==> src/rtl/serial_add_pkg.sv <==
// serial_add_pkg: shared FSM state type and default width
// for the bit-serial adder controller.
package serial_add_pkg;

   localparam int SERIAL_ADD_WIDTH_DEFAULT = 8;

   typedef enum logic [1:0] {
      IDLE = 2'd0,
      RUN  = 2'd1,
      DONE = 2'd2
   } state_t;

endpackage

==> src/rtl/serial_add_fa_cell.sv <==
// serial_add_fa_cell: single-bit full adder, purely combinational.
// Ports: x, y, ci in; s (sum bit), co (carry out) out.
module serial_add_fa_cell (
   input  logic x,
   input  logic y,
   input  logic ci,
   output logic s,
   output logic co
);

   assign s  = x ^ y ^ ci;
   assign co = (x & y) | (ci & (x ^ y));

endmodule

==> src/rtl/serial_add_ctrl.sv <==
// serial_add_ctrl: bit-serial A+B+cin, LSB first, one cell per clock.
// Ports: clk, rst (sync, high), start, a, b, cin in; busy, done, sum,
// cout out; ovf out only when SERIAL_ADD_OVF_EN is defined.
module serial_add_ctrl
   import serial_add_pkg::*;
#(
   parameter int WIDTH = SERIAL_ADD_WIDTH_DEFAULT
) (
   input  logic             clk,
   input  logic             rst,
   input  logic             start,
   input  logic [WIDTH-1:0] a,
   input  logic [WIDTH-1:0] b,
   input  logic             cin,
   output logic             busy,
   output logic             done,
   output logic [WIDTH-1:0] sum,
   output logic             cout
`ifdef SERIAL_ADD_OVF_EN
   ,
   output logic             ovf
`endif
);

   localparam int CW = (WIDTH > 1) ? $clog2(WIDTH) : 1;
   localparam logic [CW-1:0] LAST = CW'(WIDTH - 1);

   state_t           state;
   logic [WIDTH-1:0] opa;
   logic [WIDTH-1:0] opb;
   logic [WIDTH-1:0] res;
   logic             carry;
   logic [CW-1:0]    cnt;
   logic             cs;
   logic             cc;

   serial_add_fa_cell u_cell (
      .x  (opa[0]),
      .y  (opb[0]),
      .ci (carry),
      .s  (cs),
      .co (cc)
   );

   always_ff @(posedge clk) begin
      if (rst) begin
         state <= IDLE;
         opa   <= '0;
         opb   <= '0;
         res   <= '0;
         carry <= 1'b0;
         cnt   <= '0;
         busy  <= 1'b0;
         done  <= 1'b0;
         sum   <= '0;
         cout  <= 1'b0;
`ifdef SERIAL_ADD_OVF_EN
         ovf   <= 1'b0;
`endif
      end else begin
         done <= 1'b0;
         unique case (state)
            IDLE: begin
               if (start) begin
                  opa   <= a;
                  opb   <= b;
                  carry <= cin;
                  cnt   <= '0;
                  busy  <= 1'b1;
                  state <= RUN;
               end
            end
            RUN: begin
               opa   <= opa >> 1;
               opb   <= opb >> 1;
               res   <= {cs, res[WIDTH-1:1]};
               carry <= cc;
               if (cnt == LAST) begin
                  sum   <= {cs, res[WIDTH-1:1]};
                  cout  <= cc;
`ifdef SERIAL_ADD_OVF_EN
                  // carry reg holds the carry into the MSB here
                  ovf   <= carry ^ cc;
`endif
                  busy  <= 1'b0;
                  done  <= 1'b1;
                  state <= DONE;
               end else begin
                  cnt <= cnt + 1'b1;
               end
            end
            DONE: begin
               state <= IDLE;
            end
            default: begin
               state <= IDLE;
            end
         endcase
      end
   end

endmodule

==> config.mk <==
export PLATFORM = sky130hd
export DESIGN_NAME = serial_add_ctrl
export DESIGN_NICKNAME = d
export VERILOG_FILES = /design/src/rtl/serial_add_pkg.sv /design/src/rtl/serial_add_fa_cell.sv /design/src/rtl/serial_add_ctrl.sv
export SDC_FILE = /design/constraint.sdc
export NUM_CORES = 1
export LEC_CHECK = 0
export ABC_AREA = 1
export BUFFER_PORTS_ARGS = -buffer_cell sky130_fd_sc_hd__buf_2
export CORE_UTILIZATION = 54
export DETAILED_ROUTE_END_ITERATION = 8
export MAX_ROUTING_LAYER = met4
export PLACE_DENSITY = 0.78
export SYNTH_ARGS = -nofsm -noshare
export SYNTH_HDL_FRONTEND = slang
export SYNTH_SLANG_ARGS = --single-unit
==> constraint.sdc <==
create_clock -name clk -period 1.6 [get_ports clk]
set_input_delay 0.4 -clock clk [delete_from_list [all_inputs] [get_ports clk]]
set_output_delay 0.4 -clock clk [all_outputs]
set_load 0.1 [all_outputs]
Word level (Yosys, flattened, before mapping) --
Index checks and enable logic that the tools add are counted.
Cells by class: add/subtract/negate cells 1, $mul 0, div/mod/pow operators 0, $lt $le $gt $ge 0, equality and inequality tests 5, shift-type cells 0, mux-type cells 16, bitwise gates (word level) 6, reductions and logical operators 8
Operator list (count):
- $pmux 8 s2 | 2
- $mux 8 | 2
- $mux 3 | 2
- $ne 2x2->1 const B | 3
- $pmux 3 s2 | 1
- $reduce_and 2->1 | 3
- $reduce_and 3->1 | 2
- $mux 1 | 4
- $mux 2 | 2
- $pmux 1 s2 | 2
- $pmux 2 s2 | 1
- $add 3x1->3 const B | 1
- $eq 3x3->1 const B | 1
- $and 1x1->1 | 2
- $eq 2x1->1 const B | 1
- $logic_not 2->1 | 1
- $reduce_bool 2->1 | 1
- $reduce_or 2->1 | 1
- $xor 1x1->1 | 2
- $not 1->1 | 1
- $or 1x1->1 | 1
Storage, ports and cells: register bits 41, latch bits 0, bits in writable memories 0, bits in read-only memories 0, bits of input ports 20, output and inout port bits 11, memories kept 0

Logic depth before layout (Yosys ltp) --
Gate-level depths: netlist of run 1.
depth after elaboration 4, mapped depth 8

By module --
Synthesis of run 1 repeated with hierarchy kept, for this count alone.
Unflattened totals: cells, all modules 269, area, all modules 1749.2 µm²
By module, submodules not included:
- serial_add_ctrl | times used 1, cells each 268, area each 1729.2 µm², sequential area each 800.8 µm²
- serial_add_fa_cell | times used 1, cells each 1, area each 20.0 µm², sequential area each 0.0 µm²

Worst setup path after synthesis of run 1 --
No wires, ideal clock.
path kind register to output, from reg cout, to out cout, arrival time 0.925 ns, data required time 1.200 ns, slack 0.275 ns, cell stages (with the launch flop) 1, path through dfxtp_1
RTL lines:
- start, declared | RTL line serial_add_ctrl.sv:18 | output logic cout
- start signal, assigned | RTL line serial_add_ctrl.sv:56 | cout <= 1'b0;
- start signal, assigned | RTL line serial_add_ctrl.sv:80 | cout <= cc;
No word-level cell between the ends.

Worst setup path after layout of run 1 --
from reg sum[1], to out sum[1]
RTL lines:
- start, declared | RTL line serial_add_ctrl.sv:17 | output logic [WIDTH-1:0] sum,
- start signal, assigned | RTL line serial_add_ctrl.sv:79 | sum <= {cs, res[WIDTH-1:1]};
No word-level cell between the ends.

==> results of run 1 <==
## area by class of cell
cell class	instances	share of cell area, %
Sequential cell	40	40.3
Tap cell	44	2.77
Multi-Input combinational cell	162	37.4
Clock inverter	2	1.76
Inverter	29	5.48
Clock buffer	6	2.08
Timing Repair Buffer	37	10.2
## tightest hold or removal path, cell delays in order
cell and delay, ns:
buf_2 0.09, nand2_1 0.06, a21oi_1 0.05
## flip-flops by register name (all words and copies together) (netlist names)
register	cells
opb	8
res	7
cnt	3
opa	8
busy	1
cout	1
state	2
sum	8
done	1
carry	1
## how the worst min path moves through the flow
stage	start	slack, ns	to	cells after the start
final	a[7]	0.29	opa[7]	3
after global routing	b[7]	0.29	opb[7]	3
after floorplan	res[2]	0.44	res[2]	2
after detailed placement	res[3]	0.45	res[3]	2
after CTS	a[7]	0.28	opa[7]	3
after global placement	busy	0.45	busy	2
## cell usage after synthesis, drive strengths merged
| master | n |
|---|---|
| fa | 1 |
| nor2 | 51 |
| clkbuf | 3 |
| ha | 2 |
| clkinv | 1 |
| nand3 | 39 |
| inv | 28 |
| buf | 7 |
| nand2 | 47 |
| a21oi | 7 |
| dfxtp | 40 |
| o21ai | 15 |
## stage by stage
stage	total power (W)	setup WS [ns]	cell area, um2	hold WS, ns
2_1_floorplan	0.00127	0.275	1720	0.437
3_3_place_gp	0.00133	0.285	1910	0.449
3_5_place_dp	0.00133	0.252	1910	0.453
4_1_cts	0.00199	0.0365	1990	0.277
5_1_grt	0.00207	0.0125	1990	0.291
6_report	0.00196	0.0727	1990	0.291
## where the power goes
group | internal (W) | total, W | switching (W)
clock | 0.000328 | 0.000650 | 0.000323
sequential | 0.00104 | 0.00107 | 0.0000285
combinational | 0.0000891 | 0.000238 | 0.000149
## logic make-up (layout without fill, tap and decap cells)
| kind of cell | count (synthesis) | count (layout) | synth area share (%) |
|---|---|---|---|
| buffers and inverters | 39 | 74 | 10.2 |
| AND/OR/NAND/NOR | 137 | 137 | 34.2 |
| AO/OA/AOI/OAI | 22 | 22 | 6.40 |
| flip-flops | 40 | 40 | 46.6 |
| adder cells (fa/ha/maj) | 3 | 3 | 2.62 |
## routing by layer
layer / global-route usage [%] / vias up / wire [um]
li1: - / 819 / -
met1: 29.3 / 661 / 1560
met2: 37.9 / 51 / 1530
met3: 5.93 / 5 / 243
met4: 8.84 / 0 / 62
met5: - / - / 0
==> results.py, run 1 <==
metrics = {
    "min_path": {
        "hold_class": "input port to flip-flop",
    },
    "clocking": {
        "clkLatencyLatePin_ns": 0.35,
        "htreeDepth": 2,
        "cts_tree": "built",
        "clk_path_buf_depth": 2,
        "root_buffer": "clkbuf_4",
        "numCtsBuffers": 5,
        "numClockSinks": 40,
        "cts_resized": 0,
        "hold_buffers": 0,
        "cts.clk_slew.worst_paths_ns": 0.12,
        "postCtsSetupRepairBufs": 0,
    },
    "detailed_routing": {
        "viasPerCell": 4.80,
        "drtIter0Drc": 67,
        "ant_nets": 0,
        "drc": 1,
        "wl_per_cell_um": 10.6,
        "wirelength_um": 3390,
        "vias": 1536,
        "first_pass_iters": 6,
    },
    "synthesis": {
        "syn_area_um2": 1720,
        "synth_cell_types": 18,
        "ys_seq_area_share_pct": 46.6,
        "ys_ff_latch": 40,
        "netlist_instances": 241,
        "syn-num-nets": 264,
        "synth_area_per_cell_um2": 7.13,
        "yosysWarnings": 0,
        "yosys-top-cells-area": "dfxtp_1 (47%), nand3_1 (11%), nor2_1 (10%)",
        "yosysTopAreaCellShare_pct": 46.6,
        "yosys.area.top_type": "dfxtp_1",
    },
    "worst_setup_path": {
        "regToRegEndpoint": "cout",
        "ff2ff_setup_slack_ns": 0.25,
        "slowest_stage": "buf_2",
        "crit_arrival_ns": 1.13,
        "worstSetupEndpoint": "sum[1]",
        "r2r_cells": 8,
        "cp_slowest_stage_delay_ns": 0.43,
        "cp.required_ns": 1.20,
        "crit_path_cell_trace": "buf_2",
        "crit_path_start_kind": "flip-flop",
        "cp_num_cells": 1,
        "critical_path_class": "flip-flop to output port",
        "worst-path-buf-inv": 1,
        "path_max_fanout": 2,
        "critical_path.top_delay_family": "buffers and inverters",
        "crit_start": "sum[1]",
        "worstReg2RegStart": "cnt[0]",
        "setup.worst_path.end_class": "output port",
    },
    "run_status": {
        "outcome": "finished with violations",
        "violations": "DRC",
    },
    "cells_and_area": {
        "seqCellArea_um2": 801,
        "multiInputGateArea_um2": 743,
        "nets": 298,
        "final.fill_count": 290,
        "final_cells": 320,
        "syn_to_final_growth_pct": 15.6,
        "drive_gt1_share_pct": 19.2,
        "layout_common_cells": "nor2_1 (48), nand2_1 (44), dfxtp_1 (40), nand3_1 (39), buf_2 (30)",
        "layout.cells.most_common": "nor2_1",
        "utilization_pct": 65.6,
        "num_antenna_cells": 0,
    },
    "global_routing": {
        "track_usage_pct": 23.8,
        "antenna_found_initial": 0,
        "grt_max_degree": 20,
        "grt_pass1_vias": 1346,
        "grt_first_pass_wirelength_um": 5890,
        "grt_overflow": 0,
    },
    "sta": {
        "maxSlewViolCount": 0,
        "hold_viol_final": 0,
        "tns_ns": 0,
        "rsz0062_at_grt": "no",
        "period_share_pct": 95.5,
        "fmax_mhz": 655,
        "layout_min_cycle_time_ns": 1.53,
        "slew_headroom_pct": 67.9,
        "setup_viol_count_final": 0,
        "fin_skew_ns": 0.00614,
        "worstMarginPinSlew_ns": 0.485,
    },
    "placement": {
        "gp_congestion": 0.764,
        "numPlacedInstances": 312,
        "io_buffers": 30,
        "dp_hpwl_um": 2420,
    },
    "run": {
        "max_cap_violations": 0,
    },
    "power": {
        "leakagePower_nw": 1.02,
        "peakVddDrop_v": 0.000594,
        "p_per_area_nw_per_um2": 987,
    },
    "floorplanning": {
        "dieArea_um2": 3410,
        "rows": 20,
        "ios": 31,
        "start_util_pct": 56.8,
        "die_h_um": 58.4,
        "die_x_um": 58.4,
        "core_area_um2": 3030,
    },
}
Note: power is estimated with default switching activity, not from simulation.
==> run 2: changes to the inputs <==
ABC_AREA = default   (was 1)
PLACE_DENSITY = 0.77   (was 0.78)
==> results.py, run 2 <==
metrics = {
    "run_status": {
        "outcome": "complete, no violations",
    },
    "synthesis": {
        "syn_area_um2": 1770,
        "synth_area_per_cell_um2": 9.42,
        "synthSimpleGateAreaFrac_pct": 17.4,
        "async_reset_ff_share_pct": 0,
        "yosys.area_share.adder_pct": 2.54,
        "muxShareOfSynthArea_pct": 3.95,
        "synthTopCellsByCount": "dfxtp_1 (40), nor2_1 (28), nand2_1 (13), nand3_1 (13), a21oi_1 (11)",
        "ys_seq_area_share_pct": 45.2,
        "synth_compound_area_share_pct": 23.0,
        "synth_top_family_by_area": "compound AO/OA/AOI/OAI gates",
        "synth_edf_count": 0,
        "synth.most_common_cell": "dfxtp_1",
        "synth-main-ff-cell": "dfxtp_1",
        "netlist_instances": 188,
        "yosysWarnings": 0,
        "yosysTopAreaCellShare_pct": 45.2,
        "synth_cell_types": 33,
        "ys_ff_latch": 40,
        "yosys.area.top_type": "dfxtp_1",
        "yosys-top-cells-area": "dfxtp_1 (45%), a211oi_2 (7.1%), nor2_1 (5.9%)",
        "syn-num-nets": 211,
        "synthXorXnorAreaFrac_pct": 0,
    },
    "global_routing": {
        "grt_max_degree": 41,
        "grt_pass1_vias": 1391,
        "grt_overflow": 0,
        "grt_first_pass_wirelength_um": 5800,
        "antenna_found_initial": 0,
        "track_usage_pct": 23.0,
    },
    "detailed_routing": {
        "drc": 0,
        "viasPerCell": 5.44,
        "vias": 1410,
        "wl_per_cell_um": 13.2,
        "wirelength_um": 3420,
        "drtIter0Drc": 66,
        "ant_nets": 0,
        "first_pass_iters": 4,
    },
    "worst_setup_path": {
        "crit_path_cell_trace": "buf_2",
        "crit_path_start_kind": "flip-flop",
        "slowest_stage": "buf_2",
        "cp.required_ns": 1.20,
        "ff2ff_setup_slack_ns": 0.11,
        "crit_arrival_ns": 1.13,
        "worst-path-buf-inv": 1,
        "setup.worst_path.end_class": "output port",
        "critical_path.top_delay_family": "buffers and inverters",
        "path_max_fanout": 2,
        "critical_path_class": "flip-flop to output port",
        "cp_slowest_stage_delay_ns": 0.43,
    },
    "sta": {
        "slew_headroom_pct": 57.4,
        "hold_viol_final": 0,
        "layout_min_cycle_time_ns": 1.53,
        "worstMarginPinSlew_ns": 0.639,
        "maxSlewViolCount": 0,
        "setup_viol_count_final": 0,
        "rsz0062_at_grt": "no",
        "fmax_mhz": 653,
        "period_share_pct": 95.7,
        "tns_ns": 0,
        "fin_skew_ns": 0.0103,
    },
    "clocking": {
        "cts.clk_slew.worst_paths_ns": 0.12,
        "clkLatencyLatePin_ns": 0.35,
        "root_buffer": "clkbuf_4",
        "htreeDepth": 2,
        "clk_path_buf_depth": 2,
        "numCtsBuffers": 5,
        "cts_tree": "built",
        "numClockSinks": 40,
    },
    "cells_and_area": {
        "syn_to_final_growth_pct": 14.9,
        "multiInputGateArea_um2": 831,
        "seqCellArea_um2": 801,
        "finalInstanceArea_um2": 2040,
        "nets": 237,
        "num_antenna_cells": 0,
        "drive_gt1_share_pct": 29.8,
        "final.fill_count": 271,
        "largestRegisters": "opa (8), opb (8), sum (8)",
        "layout_common_cells": "dfxtp_1 (40), buf_2 (29), nor2_1 (28), nand3_1 (13), nand2_1 (13)",
        "layout.cells.most_common": "dfxtp_1",
    },
    "floorplanning": {
        "ios": 31,
        "dieArea_um2": 3510,
        "core_area_um2": 3080,
        "rows": 20,
        "start_util_pct": 57.6,
        "die_h_um": 59.3,
        "die_x_um": 59.3,
    },
    "placement": {
        "place_area_um2": 1900,
        "io_buffers": 30,
        "dp_hpwl_um": 2340,
        "gp_congestion": 0.721,
    },
    "power": {
        "leakagePower_nw": 0.809,
        "peakVddDrop_v": 0.000733,
        "p_per_area_nw_per_um2": 1150,
    },
    "min_path": {
        "hold_class": "input port to flip-flop",
    },
    "run": {
        "max_cap_violations": 0,
    },
}
run 2: cell families (layout without fill, tap and decap cells):
family          after synthesis  after routing
mux                           7              7
flops                        40             40
fa+ha+maj                     3              3
simple gates                 67             67
buf+inv                      20             47
compound gates               51             51
run 2: per-stage QoR:
step | cells | total power (W) | setup WS [ns] | hold WS [ns] | util (%)
after floorplan | 188 | 0.00133 | 0.239 | 0.443 | -
after global placement | 250 | 0.00137 | 0.151 | 0.438 | 61.7
after detailed placement | 250 | 0.00138 | 0.0520 | 0.445 | 61.7
after CTS | 258 | 0.00235 | 0.0381 | 0.306 | 65.8
after global routing | 259 | 0.00242 | 0.0132 | 0.313 | 66.1
final | 259 | 0.00233 | 0.0684 | 0.320 | 66.1
run 2: path summary, 6_finish.rpt:
path	from	to	depth (start not counted)
max	sum[6]	sum[6]	1
max reg2reg	state[0]	carry	4
min	b[7]	opb[7]	3
min reg2reg	sum[1]	sum[1]	2
run 2: routing by layer:
| layer | GRT usage, % | vias to the layer above | routed length [um] | part of all wire [%] |
|---|---|---|---|---|
| li1 | - | 713 | - | - |
| met1 | 23.4 | 663 | 1480 | 43 |
| met2 | 42.1 | 29 | 1790 | 52 |
| met3 | 7.21 | 5 | 115 | 3.4 |
| met4 | 6.12 | 0 | 36 | 1.1 |
| met5 | - | - | 0 | 0 |
run 2: repair_timing:
item / in CTS / in global routing
resized for setup: 0 / 1
setup buffers: 0 / 1
setup endpoints to repair: 0 / 12
hold buffers: 0 / 0
run 2: report_power, final:
group	leakage, nW	switching (W)	internal [W]	total, W
registers	0.327	0.0000384	0.00105	0.00109
clock network	0.0654	0.000330	0.000644	0.000974
logic	0.416	0.000157	0.000118	0.000275
total	0.809	0.000526	0.00181	0.00233
run 2: area by class of cell:
type	count	area share, %
clock buffer	5	1.84
tap	44	2.70
clock inverter	3	4.43
multi-input combinational	128	40.8
sequential	40	39.3
timing repair buffer	36	10.3
inverter	3	0.553
